`config.mk`:
```
export PLATFORM = sky130hd
export DESIGN_NAME = reset_seq_ctrl
export DESIGN_NICKNAME = d
export VERILOG_FILES = /design/src/rtl/reset_seq_pkg.sv /design/src/rtl/rst_sync.sv /design/src/rtl/reset_seq_ctrl.sv
export SDC_FILE = /design/constraint.sdc
export NUM_CORES = 1
export LEC_CHECK = 0
export ABC_AREA = 1
export BUFFER_PORTS_ARGS = -buffer_cell sky130_fd_sc_hd__buf_4
export CAP_MARGIN = 5
export CORE_UTILIZATION = 31
export DETAILED_ROUTE_END_ITERATION = 8
export SLEW_MARGIN = 10
export SYNTH_ARGS = -nofsm -noshare
export SYNTH_HDL_FRONTEND = slang
export SYNTH_SLANG_ARGS = --single-unit
```
`constraint.sdc`:
```
create_clock -name clk -period 0.8 [get_ports clk]
set_clock_uncertainty 0.15 [all_clocks]
set_input_delay 0.08 -clock clk [delete_from_list [all_inputs] [get_ports clk]]
set_output_delay 0.08 -clock clk [all_outputs]
set_load 0.005 [all_outputs]
```
`src/rtl/reset_seq_pkg.sv`:
```
// Shared types and sizing helpers for the reset sequencer.
// Build option RST_SEQ_TIMEOUT_EN is consumed by reset_seq_ctrl.
package reset_seq_pkg;

    typedef enum logic [2:0] {
        HOLD     = 3'd0,
        DELAY    = 3'd1,
        RELEASE  = 3'd2,
        WAIT_ACK = 3'd3,
        DONE     = 3'd4
    } rst_seq_state_t;

    // Bits needed to hold values 0..n-1, never less than one.
    function automatic int unsigned idx_w(input int unsigned n);
        return (n > 1) ? $clog2(n) : 1;
    endfunction

    function automatic int unsigned max_u(input int unsigned a, input int unsigned b);
        return (a > b) ? a : b;
    endfunction

endpackage

```
`src/rtl/rst_sync.sv`:
```
// Reset synchroniser: asserts asynchronously, deasserts after STAGES clock edges.
module rst_sync #(
    parameter int unsigned STAGES = 2
) (
    input  logic clk,
    input  logic rst_n,
    output logic rst_sync_n
);

    logic [STAGES-1:0] sync_q;

    always_ff @(posedge clk or negedge rst_n) begin
        if (!rst_n) begin
            sync_q <= '0;
        end else begin
            sync_q <= {sync_q[STAGES-2:0], 1'b1};
        end
    end

    assign rst_sync_n = sync_q[STAGES-1];

endmodule

```
`src/rtl/reset_seq_ctrl.sv`:
```
// Staggered reset-release sequencer for NUM_DOM async-reset domains.
// Define RST_SEQ_TIMEOUT_EN to add the sticky ack-timeout flag on err.
module reset_seq_ctrl
    import reset_seq_pkg::*;
#(
    parameter int unsigned NUM_DOM     = 4,
    parameter int unsigned SYNC_STAGES = 2,
    parameter int unsigned DLY_W       = 8,
    parameter int unsigned HOLD_CYC    = 16,
    parameter int unsigned TMO_CYC     = 255
) (
    input  logic                     clk,
    input  logic                     rst_n,
    input  logic                     sw_rst_req,
    input  logic [NUM_DOM*DLY_W-1:0] dly_cfg,
    input  logic [NUM_DOM-1:0]       dom_ack,
    output logic [NUM_DOM-1:0]       rst_out_n,
    output logic                     busy,
    output logic                     done,
    output logic                     err
);

    localparam int unsigned IDX_W = idx_w(NUM_DOM);
    localparam int unsigned CNT_W = max_u(DLY_W, max_u(idx_w(HOLD_CYC), idx_w(TMO_CYC)));
    localparam logic [IDX_W-1:0] LAST_IDX = IDX_W'(NUM_DOM - 1);

    logic                 sync_rst_n;
    rst_seq_state_t       state, state_d;
    logic [IDX_W-1:0]     idx, idx_d;
    logic [CNT_W-1:0]     cnt, cnt_d;
    logic [NUM_DOM-1:0]   rst_out_n_d;
    logic                 busy_d;
    logic                 done_d;
    logic                 ack_go;
    logic [DLY_W-1:0]     dly_arr [NUM_DOM];

    rst_sync #(
        .STAGES     (SYNC_STAGES)
    ) u_rst_sync (
        .clk        (clk),
        .rst_n      (rst_n),
        .rst_sync_n (sync_rst_n)
    );

    for (genvar g = 0; g < NUM_DOM; g++) begin : g_dly
        assign dly_arr[g] = dly_cfg[g*DLY_W +: DLY_W];
    end

`ifdef RST_SEQ_TIMEOUT_EN
    logic tmo_hit;
    logic err_d;
`endif

    // Next-state and next-output logic; a software request overrides everything but err.
    always_comb begin
        state_d     = state;
        idx_d       = idx;
        cnt_d       = cnt;
        rst_out_n_d = rst_out_n;
        busy_d      = 1'b1;
        done_d      = 1'b0;
        ack_go      = 1'b0;
`ifdef RST_SEQ_TIMEOUT_EN
        tmo_hit     = 1'b0;
        err_d       = err;
`endif
        unique case (state)
            HOLD: begin
                rst_out_n_d = '0;
                idx_d       = '0;
                if (cnt == CNT_W'(HOLD_CYC - 1)) begin
                    cnt_d   = CNT_W'(dly_arr[0]);
                    state_d = DELAY;
                end else begin
                    cnt_d = cnt + CNT_W'(1);
                end
            end
            DELAY: begin
                if (cnt == '0) begin
                    state_d = RELEASE;
                end else begin
                    cnt_d = cnt - CNT_W'(1);
                end
            end
            RELEASE: begin
                rst_out_n_d[idx] = 1'b1;
                cnt_d            = '0;
                state_d          = WAIT_ACK;
            end
            WAIT_ACK: begin
`ifdef RST_SEQ_TIMEOUT_EN
                // A timeout is treated as an ack but leaves err set.
                tmo_hit = !dom_ack[idx] && (cnt == CNT_W'(TMO_CYC - 1));
                err_d   = err | tmo_hit;
                cnt_d   = cnt + CNT_W'(1);
                ack_go  = dom_ack[idx] || tmo_hit;
`else
                ack_go  = dom_ack[idx];
`endif
                if (ack_go) begin
                    if (idx == LAST_IDX) begin
                        state_d = DONE;
                    end else begin
                        idx_d   = idx + IDX_W'(1);
                        cnt_d   = CNT_W'(dly_arr[idx + IDX_W'(1)]);
                        state_d = DELAY;
                    end
                end
            end
            DONE: begin
                rst_out_n_d = '1;
                busy_d      = 1'b0;
                done_d      = 1'b1;
            end
            default: begin
                state_d = HOLD;
            end
        endcase

        if (sw_rst_req) begin
            state_d     = HOLD;
            idx_d       = '0;
            cnt_d       = '0;
            rst_out_n_d = '0;
            busy_d      = 1'b1;
            done_d      = 1'b0;
        end
    end

    // State and output registers, cleared asynchronously whenever rst_n drops.
    always_ff @(posedge clk or negedge sync_rst_n) begin
        if (!sync_rst_n) begin
            state     <= HOLD;
            idx       <= '0;
            cnt       <= '0;
            rst_out_n <= '0;
            busy      <= 1'b1;
            done      <= 1'b0;
        end else begin
            state     <= state_d;
            idx       <= idx_d;
            cnt       <= cnt_d;
            rst_out_n <= rst_out_n_d;
            busy      <= busy_d;
            done      <= done_d;
        end
    end

`ifdef RST_SEQ_TIMEOUT_EN
    always_ff @(posedge clk or negedge sync_rst_n) begin
        if (!sync_rst_n) begin
            err <= 1'b0;
        end else begin
            err <= err_d;
        end
    end
`else
    assign err = 1'b0;
`endif

endmodule
```
==> impl_metrics.csv, run 1 <==
group,metric,value,unit
run_status,outcome,"finished with violations",
run_status,failed_checks,"negative hold slack, negative setup slack",
yosys,post_synth.cell_area_avg,6.298,um^2
placement,routabilityCongestion,0.8631,
critical_path,cp.required,0.85,ns
global_routing,grt_pass1_wl,10.34,mm
clock_tree,cts.htree.levels,1,
critical_path,worstSetupStartpointType,"flip-flop",
global_routing,grt_antenna_before_repair,0,
yosys,yosysWarnings,0,
clock_tree,clock_tree_from_tritoncts,"yes",
route,final_ant_viol_nets,0,
sta,setup_tns,-15.80,ns
die,floorplan.core_area,5886,um^2
clock_tree,clkSlewWorstSetupHoldPaths,0.09,ns
sta,hold_viol_final,2,
clock_tree,cts-root-buf,"clkbuf_8",
power,design_power_total,0.009752,W
layout,fillerInstances,534,
yosys,synthesis.instances,299,
yosys,synth-main-ff-cell,"dfrtp_1",
global_routing,first_global_vias,2280,
route,postRouteWirelength,6.571,mm
yosys,synth_async_sr_flop_share,1.000,
clock_tree,cts_buffer_depth,2,
power,cellLeakagePower,1.658,nW
yosys,syn-num-nets,345,
sta,finalSetupViolations,25,
sta,drv_slew,0,
power,power.density_cell_area,2923,nW/um^2
run,drv.max_cap_violation_count,0,
route,detailedRoute.firstIterationViolations,154,
yosys,synth_top_area_frac,0.2658,
route,drtPass1Iterations,4,
yosys,synth-seq-area-share,0.2797,
sta,setup_ws,-0.8801,ns
sta,final.period_utilization,2.100,
die,floorplan_die_area,6390,um^2
die,floorplan.initialDensity,0.3199,
global_routing,maximum_number_of_pins_on_one_net_before_global_route_repair,19,
sta,max_freq,595.2,MHz
sta,final.min_clock_period,1.680,ns
layout,final_nets,471,
die,ioPinCount,46,
hold_path,hold_path.class,"input port to async pin",
sta,rsz0062_at_grt,"true",
yosys,synth_area_leaders,"dfrtp_1, nand2_1, nand3_1",
yosys,yosys-top-cells-count,"nand2_1, nand3_1, nor2_1, inv_1, o21ai_0",
global_routing,track_usage,0.2085,
clock_tree,number_of_buffers_added_by_the_clock_tree_synthesis_step,3,
yosys,synthMostInstantiatedCell,"nand2_1",
die,rows,28,
clock_tree,number_of_hold_buffers_added_after_cts,1,
die,die_w,79.94,um
route,post_drt_via_cell_ratio,4.806,
yosys,number_of_synthesized_flops_with_an_enable_pin,0,
layout,drive_above_1_share,0.4929,
yosys,ys_ff_latch,21,
placement,dp.final_hpwl,4.549,mm
power,peakVddDrop,1642,uV
layout,final_core_utilization,0.5670,
critical_path,cp.arrival,1.73,ns
route,detail_route.drc_violations,0,
yosys,synth_largest_area_cell,"dfrtp_1",
route,route.detailed.wl_per_inst,13.17,um
placement,place.port_buffers,44,
critical_path,timing.setup.critical_path_class,"flip-flop to flip-flop",
global_routing,grt.overflow.total,0,
layout,flow.area_growth_from_synthesis,77.21,%
route,vias,2398,
die,die_height,79.94,um
yosys,syn-cell-area,1883,um^2
clock_tree,clock_sink_count,21,
clock_tree,clk-insertion-delay-late,0.27,ns
critical_path,crit_fanout,8,
sta,fin_hold_ws,-0.04116,ns
yosys,number_of_distinct_standard_cells_referenced_by_the_synthesized_netlist,27,
critical_path,setup.worst_path.end_class,"flip-flop",
layout,num_antenna_cells,0,
==> through the flow <==
stage	instance area (um^2)	instances	hold WS, ns	setup slack [ns]
after global placement	2763	473	-0.2816	-0.9273
after global routing	3337	499	-0.03592	-0.9855
after CTS	3159	493	-0.03935	-0.8723
after detailed placement	2763	473	-0.2820	-0.9801
final	3337	499	-0.04116	-0.8801
after floorplan	1929	299	-0.3656	-1.054
==> report_power, final <==
part           leakage, nW  internal [W]  switching (W)
Clock               0.0217      0.000353       0.000417
Sequential           0.269       0.00134       0.000318
Combinational         1.37       0.00350        0.00383
==> what timing repair did <==
action | in CTS | in global routing
cloned | 0 | 1
setup endpoints to repair | 25 | 25
resized for setup | 67 | 36
buffers inserted | 15 | 9
pin swaps | 23 | 23
hold endpoints to repair | 2 | 2
==> placed cells by master, fill, tap and decap left out <==
cell	instances
nor2_4	7
buf_4	102
clkbuf_8	3
inv_4	3
o21ai_4	1
xor2_1	4
nor3_1	1
o21ai_0	2
a21oi_1	8
dfrtp_2	5
dlygate4sd3_1	1
dfrtp_1	15
nor3_2	2
buf_6	25
o21ai_2	6
o211ai_1	2
nand3_2	4
ha_2	1
nor2_2	6
a21oi_2	2
nand2_1	81
buf_12	2
conb_1	2
clkbuf_16	1
o21ai_1	23
dfstp_2	1
ha_4	6
nand3_1	30
nor2_1	23
inv_1	19
inv_2	10
nand3b_1	1
nand3_4	4
inv_6	1
nand2_4	2
nand2_2	14
clkinvlp_4	1
nand4_1	3
==> layout make-up <==
| cell class | instances | area (um^2) | share of cell area |
|---|---|---|---|
| clock buffer | 3 | 41.29 | 0.01237 |
| timing repair buffer | 131 | 1122 | 0.3363 |
| tap | 75 | 93.84 | 0.02812 |
| multi-input combinational | 235 | 1403 | 0.4203 |
| inverter | 33 | 136.4 | 0.04087 |
| clock inverter | 1 | 7.507 | 0.002250 |
| sequential | 21 | 533.0 | 0.1597 |
==> sequential cells by signal, summed over array words and instances (netlist names) <==
register           cells
state                  3
busy                   1
idx                    2
rst_out_n              4
u_rst_sync.sync_q      2
cnt                    8
done                   1
==> path summary, 6_finish.rpt <==
| kind | endpoint | slack (ns) | startpoint | depth (start not counted) |
|---|---|---|---|---|
| max in group asynchronous | idx[1]$_DFFE_PN0P_ | 0.27 | u_rst_sync.sync_q[1]$_DFF_PN0_ | 1 |
| min in group clk | cnt[7]$_DFFE_PN0P_ | 0.02 | dly_cfg[7] | 5 |
| setup / recovery | cnt[4]$_DFFE_PN0P_ | -0.88 | cnt[0]$_DFFE_PN0P_ | 10 |
| hold / removal | u_rst_sync.sync_q[0]$_DFF_PN0_ | -0.04 | rst_n | 2 |
| setup reg to reg | cnt[4]$_DFFE_PN0P_ | -0.88 | cnt[0]$_DFFE_PN0P_ | 10 |
| hold reg to reg | state[1]$_DFFE_PN0P_ | 0.10 | u_rst_sync.sync_q[1]$_DFF_PN0_ | 1 |
==> layer usage <==
metal  wire length [um]  GRT usage
met2               3272     0.3598
met4                 51    0.05714
met1               2924     0.2765
met5                  0          0
met3                323    0.01714
==> cell families after synthesis <==
logic type               count (synthesis)  share of synthesized area
AO/OA/AOI/OAI                           44                     0.1276
other                                    2                   0.003988
buffers and inverters                   43                     0.1116
XOR/XNOR                                 4                    0.01860
flip-flops                              21                     0.2797
AND/OR/NAND/NOR                        178                     0.4120
adder cells (fa/ha/maj)                  7                    0.04651
==> critical path: stages (launching register included) <==
cell     delay, ns
dfrtp_1       0.44
inv_2         0.11
ha_4          0.14
inv_2         0.03
nor2_1        0.07
nand3_1       0.08
nand2_2       0.09
inv_2         0.05
o21ai_4       0.27
nand2_1       0.09
o21ai_1       0.09
Power figures use the tool's default switching activity.
==> run 2: changes to the inputs <==
--- a/config.mk
+++ b/config.mk
@@ -11,6 +11,8 @@
 export CORE_UTILIZATION = 31
 export DETAILED_ROUTE_END_ITERATION = 8
+export HOLD_SLACK_MARGIN = 0.1
 export SLEW_MARGIN = 10
 export SYNTH_ARGS = -nofsm -noshare
 export SYNTH_HDL_FRONTEND = slang
 export SYNTH_SLANG_ARGS = --single-unit
+export TNS_END_PERCENT = 30
==> constraint.sdc (replaced) <==
create_clock -name clk -period 0.8 [get_ports clk]
set_clock_uncertainty 0.15 [all_clocks]
set_input_delay 0.04 -clock clk [delete_from_list [all_inputs] [get_ports clk]]
set_output_delay 0.04 -clock clk [all_outputs]
set_load 0.005 [all_outputs]
==> run 2 against run 1 <==
Effect of this change: the flow still finishes with violations (negative hold slack, negative setup slack); maximum frequency is 1.9% lower; register-to-register slack worse by 0.03 ns; total power fell by 5.4%; combinational power shrank 6.0%; critical endpoint is now cnt[3]$_DFFE_PN0P_.
==> impl_metrics.csv, run 2 (same netlist as run 1, synthesis figures left out) <==
group,metric,value,unit
clock_tree,clk-insertion-delay-late,0.27,ns
layout,fillerInstances,533,
critical_path,cp.arrival,1.76,ns
global_routing,grt.overflow.total,0,
sta,drv_slew,0,
critical_path,path_common_cell,"nand2_2",
critical_path,crit_fanout,6,
power,design_power_total,0.009229,W
hold_path,hold_path.class,"input port to async pin",
layout,largest_register_ff_count,8,
critical_path,timing.setup.critical_path_class,"flip-flop to flip-flop",
placement,routabilityCongestion,0.8884,
route,postRouteWirelength,5.871,mm
layout,reg_top3,"cnt (8), rst_out_n (4), state (3)",
clock_tree,number_of_hold_buffers_added_after_cts,1,
critical_path,worst_path_largest_cell_delay,0.42,ns
clock_tree,cts.htree.levels,1,
sta,setup_tns,-15.69,ns
route,final_ant_viol_nets,0,
route,post_drt_via_cell_ratio,4.674,
clock_tree,clock_sink_count,21,
route,route.detailed.wl_per_inst,12.11,um
power,peakVddDrop,1174,uV
die,floorplan_die_area,6390,um^2
placement,place.port_buffers,44,
global_routing,grt_pass1_wl,9.577,mm
sta,setup_ws,-0.9133,ns
critical_path,reg2reg_from,"cnt[0]$_DFFE_PN0P_",
placement,placement.setup.worst_slack,-0.9130,ns
power,cellLeakagePower,1.555,nW
critical_path,timing.critical_path.max_delay_family,"simple AND/OR/NAND/NOR gates",
global_routing,track_usage,0.1907,
layout,regMostFlops,"cnt",
layout,flow.area_growth_from_synthesis,63.85,%
sta,max_freq,583.7,MHz
sta,final.period_utilization,2.142,
sta,hold_viol_final,2,
layout,mostFrequentLayoutCells,"buf_4, nand2_1, nand3_1, nor2_1, o21ai_1",
die,ioPinCount,46,
critical_path,setup.worst_path.end_class,"flip-flop",
layout,final_nets,457,
clock_tree,cts_buffer_depth,2,
global_routing,first_global_vias,2176,
route,detailedRoute.firstIterationViolations,126,
clock_tree,clock_tree_from_tritoncts,"yes",
global_routing,maximum_number_of_pins_on_one_net_before_global_route_repair,20,
run,drv.max_cap_violation_count,0,
sta,final.min_clock_period,1.713,ns
sta,finalSetupViolations,25,
run_status,failed_checks,"negative hold slack, negative setup slack",
critical_path,cp.required,0.84,ns
critical_path,timing.critical_path.cells,"ha_2 -> nand2_2 -> inv_2 -> nand2_4 -> nor2_4 -> buf_6 -> nand2_2 -> nand2_2 -> nor2_2 -> nor2_2 -> nand2_1 -> nand2_1",
sta,rsz0062_at_grt,"true",
layout,num_antenna_cells,0,
clock_tree,clkSlewWorstSetupHoldPaths,0.08,ns
placement,dp.final_hpwl,4.335,mm
route,detail_route.drc_violations,0,
critical_path,critical_path.slowest_cell,"dfrtp_1",
sta,fin_hold_ws,-0.05700,ns
route,drtPass1Iterations,4,
clock_tree,cts-root-buf,"clkbuf_8",
critical_path,timing.critical_path.buf_inv,2,
layout,drive_above_1_share,0.4488,
die,die_height,79.94,um
power,power.density_cell_area,2991,nW/um^2
route,vias,2267,
critical_path,critPathLaunch,"cnt[0]$_DFFE_PN0P_",
run_status,outcome,"finished with violations",
die,floorplan.initialDensity,0.3199,
die,floorplan.core_area,5886,um^2
layout,layout.cells.most_common,"buf_4",
global_routing,grt_antenna_before_repair,0,
clock_tree,number_of_buffers_added_by_the_clock_tree_synthesis_step,3,
critical_path,worstSetupStartpointType,"flip-flop",
die,rows,28,
die,die_w,79.94,um
==> run 2: cell count changes in the layout (fill, tap and decap cells not counted), moves of 3 or more <==
cell     previous run  this run
nand3_2             4         7
buf_6              25        19
ha_4                6         3
o21ai_2             6         2
buf_4             102        96
o21ai_0             2         7
nand3_4             4         1
==> run 2: power breakdown <==
part / switching (W) / internal (W)
sequential: 0.000306 / 0.00133
combinational: 0.00373 / 0.00316
clock: 0.000350 / 0.000347
==> run 2: layout make-up <==
type                    count  area, um^2  share of cell area
clock inverters             1       5.005            0.001622
multi-input cells         235        1318              0.4270
inverters                  33       132.6             0.04298
flip-flops and latches     21       530.5              0.1719
clock buffers               3       41.29             0.01338
repair buffers            117       964.7              0.3127
well taps                  75       93.84             0.03041
==> run 2: repair_timing <==
action                                 4_1_cts  5_1_grt
setup buffers                                7        3
endpoints found under the hold margin       32       29
setup endpoints to repair                   25       25
pin swaps                                   17       19
resized for setup                           48       35
==> run 2: through the flow <==
step / instances / cell area [um^2] / hold slack (ns) / utilization
after global placement: 470 / 2718 / -0.3273 / 0.4617
after detailed placement: 470 / 2718 / -0.3262 / 0.4617
final: 485 / 3085 / -0.05700 / 0.5242
after CTS: 482 / 2959 / -0.06310 / 0.5028
after global routing: 485 / 3085 / -0.06346 / 0.5242
after floorplan: 299 / 1907 / -0.4056 / -
==> run 2: per-layer routing <==
layer / vias to the layer above / track usage / part of all wire
li1: 1179 / - / -
met1: 1012 / 0.2420 / 0.45
met2: 72 / 0.3350 / 0.48
met3: 4 / 0.03086 / 0.061
met4: 0 / 0.04464 / 0.0061
met5: - / 0 / 0
==> run 2: final timing paths <==
path	end	slack [ns]	cells past startpoint
max in group asynchronous	busy$_DFF_PN1_	0.25	1
worst min-delay path	u_rst_sync.sync_q[1]$_DFF_PN0_	-0.06	2
worst max-delay path	cnt[3]$_DFFE_PN0P_	-0.91	12
worst min register to register	idx[0]$_DFFE_PN0P_	0.04	1
worst max register to register	cnt[3]$_DFFE_PN0P_	-0.91	12
min in group clk	state[1]$_DFFE_PN0P_	0	4
==> run 3: changes to the inputs <==
REMOVE_ABC_BUFFERS = 1   (was not set)
==> run 3 against run 2 <==
Effect of this change: the run still ends with negative hold slack, negative setup slack left; worst setup slack improved by 0.043 ns; register-to-register slack better by 0.04 ns; first-iteration DRC count rose by 0.79%; combinational power shrank 3.3%; non-clock buffer count is 3 lower; utilization is 1.0 points lower; global-route usage is 0.21 points higher; routed wire length increased by 0.51%.
==> impl_metrics.csv, run 3 (same netlist as run 1, synthesis figures left out) <==
group,metric,value,unit
clock_tree,number_of_hold_buffers_added_after_cts,1,
sta,drv_slew,0,
die,die_w,79.94,um
route,vias,2260,
critical_path,cp.arrival,1.72,ns
critical_path,worst_path_largest_cell_delay,0.42,ns
sta,setup_tns,-15.44,ns
die,rows,28,
global_routing,track_usage,0.1928,
run_status,failed_checks,"negative hold slack, negative setup slack",
critical_path,timing.critical_path.cells,"ha_2 -> nand2_2 -> inv_2 -> nand2_4 -> nor2_4 -> buf_6 -> nand2_2 -> nand2_1 -> nor2_1 -> nor2_1 -> nand2_1 -> nand2_1",
route,post_drt_via_cell_ratio,4.689,
critical_path,timing.critical_path.max_delay_family,"simple AND/OR/NAND/NOR gates",
layout,mostFrequentLayoutCells,"buf_4, nand2_1, nand3_1, nor2_1, inv_1",
clock_tree,clk-insertion-delay-late,0.27,ns
sta,setup_ws,-0.8700,ns
global_routing,first_global_vias,2079,
route,postRouteWirelength,5.901,mm
layout,largest_register_ff_count,8,
die,ioPinCount,46,
global_routing,grt_antenna_before_repair,0,
sta,rsz0062_at_grt,"true",
layout,layout.cells.most_common,"buf_4",
critical_path,setup.worst_path.end_class,"flip-flop",
placement,placement.setup.worst_slack,-0.9685,ns
die,floorplan_die_area,6390,um^2
placement,dp.final_hpwl,4.490,mm
critical_path,rr_endpoint,"cnt[3]$_DFFE_PN0P_",
power,design_power_total,0.009034,W
placement,routabilityCongestion,0.8662,
clock_tree,cts-root-buf,"clkbuf_8",
route,drtPass1Iterations,4,
layout,reg_top3,"cnt (8), rst_out_n (4), state (3)",
run_status,outcome,"finished with violations",
clock_tree,clkSlewWorstSetupHoldPaths,0.08,ns
route,final_ant_viol_nets,0,
clock_tree,clock_sink_count,21,
sta,finalSetupViolations,25,
global_routing,grt.overflow.total,0,
route,detailedRoute.firstIterationViolations,127,
layout,fillerInstances,558,
critical_path,timing.critical_path.buf_inv,2,
die,die_height,79.94,um
power,power.density_cell_area,2986,nW/um^2
sta,final.period_utilization,2.087,
hold_path,hold_path.class,"input port to async pin",
placement,placedCellCount,471,
layout,drive_above_1_share,0.4152,
layout,final_cells,482,
clock_tree,clock_tree_from_tritoncts,"yes",
placement,place.port_buffers,44,
placement,place_area,2733,um^2
route,route.detailed.wl_per_inst,12.24,um
critical_path,path_common_cell,"nand2_1",
run,drv.max_cap_violation_count,0,
sta,max_freq,598.8,MHz
layout,num_antenna_cells,0,
sta,fin_hold_ws,-0.06477,ns
die,floorplan.initialDensity,0.3199,
sta,final.min_clock_period,1.670,ns
power,cellLeakagePower,1.535,nW
critical_path,crit_fanout,6,
layout,regMostFlops,"cnt",
power,peakVddDrop,1353,uV
clock_tree,cts_buffer_depth,2,
critical_path,worstSetupStartpointType,"flip-flop",
critical_path,r2r_cells,12,
global_routing,grt_pass1_wl,9.639,mm
route,detail_route.drc_violations,0,
layout,flow.area_growth_from_synthesis,60.66,%
critical_path,reg2reg_from,"cnt[1]$_DFFE_PN0P_",
global_routing,maximum_number_of_pins_on_one_net_before_global_route_repair,20,
critical_path,regToRegSetupSlack,-0.87,ns
layout,final_nets,454,
clock_tree,cts.htree.levels,1,
critical_path,timing.setup.critical_path_class,"flip-flop to flip-flop",
clock_tree,number_of_buffers_added_by_the_clock_tree_synthesis_step,3,
critical_path,cp.required,0.85,ns
layout,finish.instance_area,3025,um^2
critical_path,critical_path.slowest_cell,"dfrtp_1",
die,floorplan.core_area,5886,um^2
sta,hold_viol_final,5,
[run 3: what timing repair did]
item / CTS / global route
buffers inserted: 6 / 0
setup endpoints to repair: 25 / 25
hold endpoints to repair: 32 / 30
pin swaps: 13 / 12
gates resized for setup: 39 / 27
[run 3: cell type report]
class	count	area, um^2	share of cell area
inverter	33	125.1	0.04136
clock buffer	3	41.29	0.01365
timing repair buffer	114	952.2	0.3147
sequential	21	528.0	0.1745
clock inverter	1	7.507	0.002481
tap	75	93.84	0.03102
multi-input combinational	235	1277	0.4223
[run 3: stage by stage]
step,hold slack (ns),utilization
2_1_floorplan,-0.4056,-
5_1_grt,-0.06413,0.5140
6_report,-0.06477,0.5140
3_5_place_dp,-0.3253,0.4643
4_1_cts,-0.06894,0.5006
3_3_place_gp,-0.3266,0.4643
[run 3: worst max-delay path by stage]
stage                                   from                  to  depth (start not counted)
after floorplan           idx[0]$_DFFE_PN0P_  cnt[2]$_DFFE_PN0P_                         10
after global placement    cnt[0]$_DFFE_PN0P_  cnt[2]$_DFFE_PN0P_                         10
after detailed placement  cnt[0]$_DFFE_PN0P_  cnt[2]$_DFFE_PN0P_                         10
after CTS                 cnt[0]$_DFFE_PN0P_  cnt[6]$_DFFE_PN0P_                         10
after global routing      cnt[0]$_DFFE_PN0P_  cnt[4]$_DFFE_PN0P_                          8
final                     cnt[1]$_DFFE_PN0P_  cnt[3]$_DFFE_PN0P_                         12
[run 3: report_power, final]
part | leakage (nW) | internal (W) | total (W) | switching [W]
Sequential | 0.275 | 0.00132 | 0.00162 | 0.000292
Combinational | 1.24 | 0.00316 | 0.00666 | 0.00350
Clock | 0.0217 | 0.000353 | 0.000762 | 0.000409
Total | 1.53 | 0.00483 | 0.00903 | 0.00420
[run 3: routing by layer]
layer	up-vias	wire, um	GRT usage
met5	-	0	0
met4	0	41	0.05893
met3	4	317	0.02629
met2	72	2718	0.3085
met1	1012	2823	0.2666
li1	1172	-	-
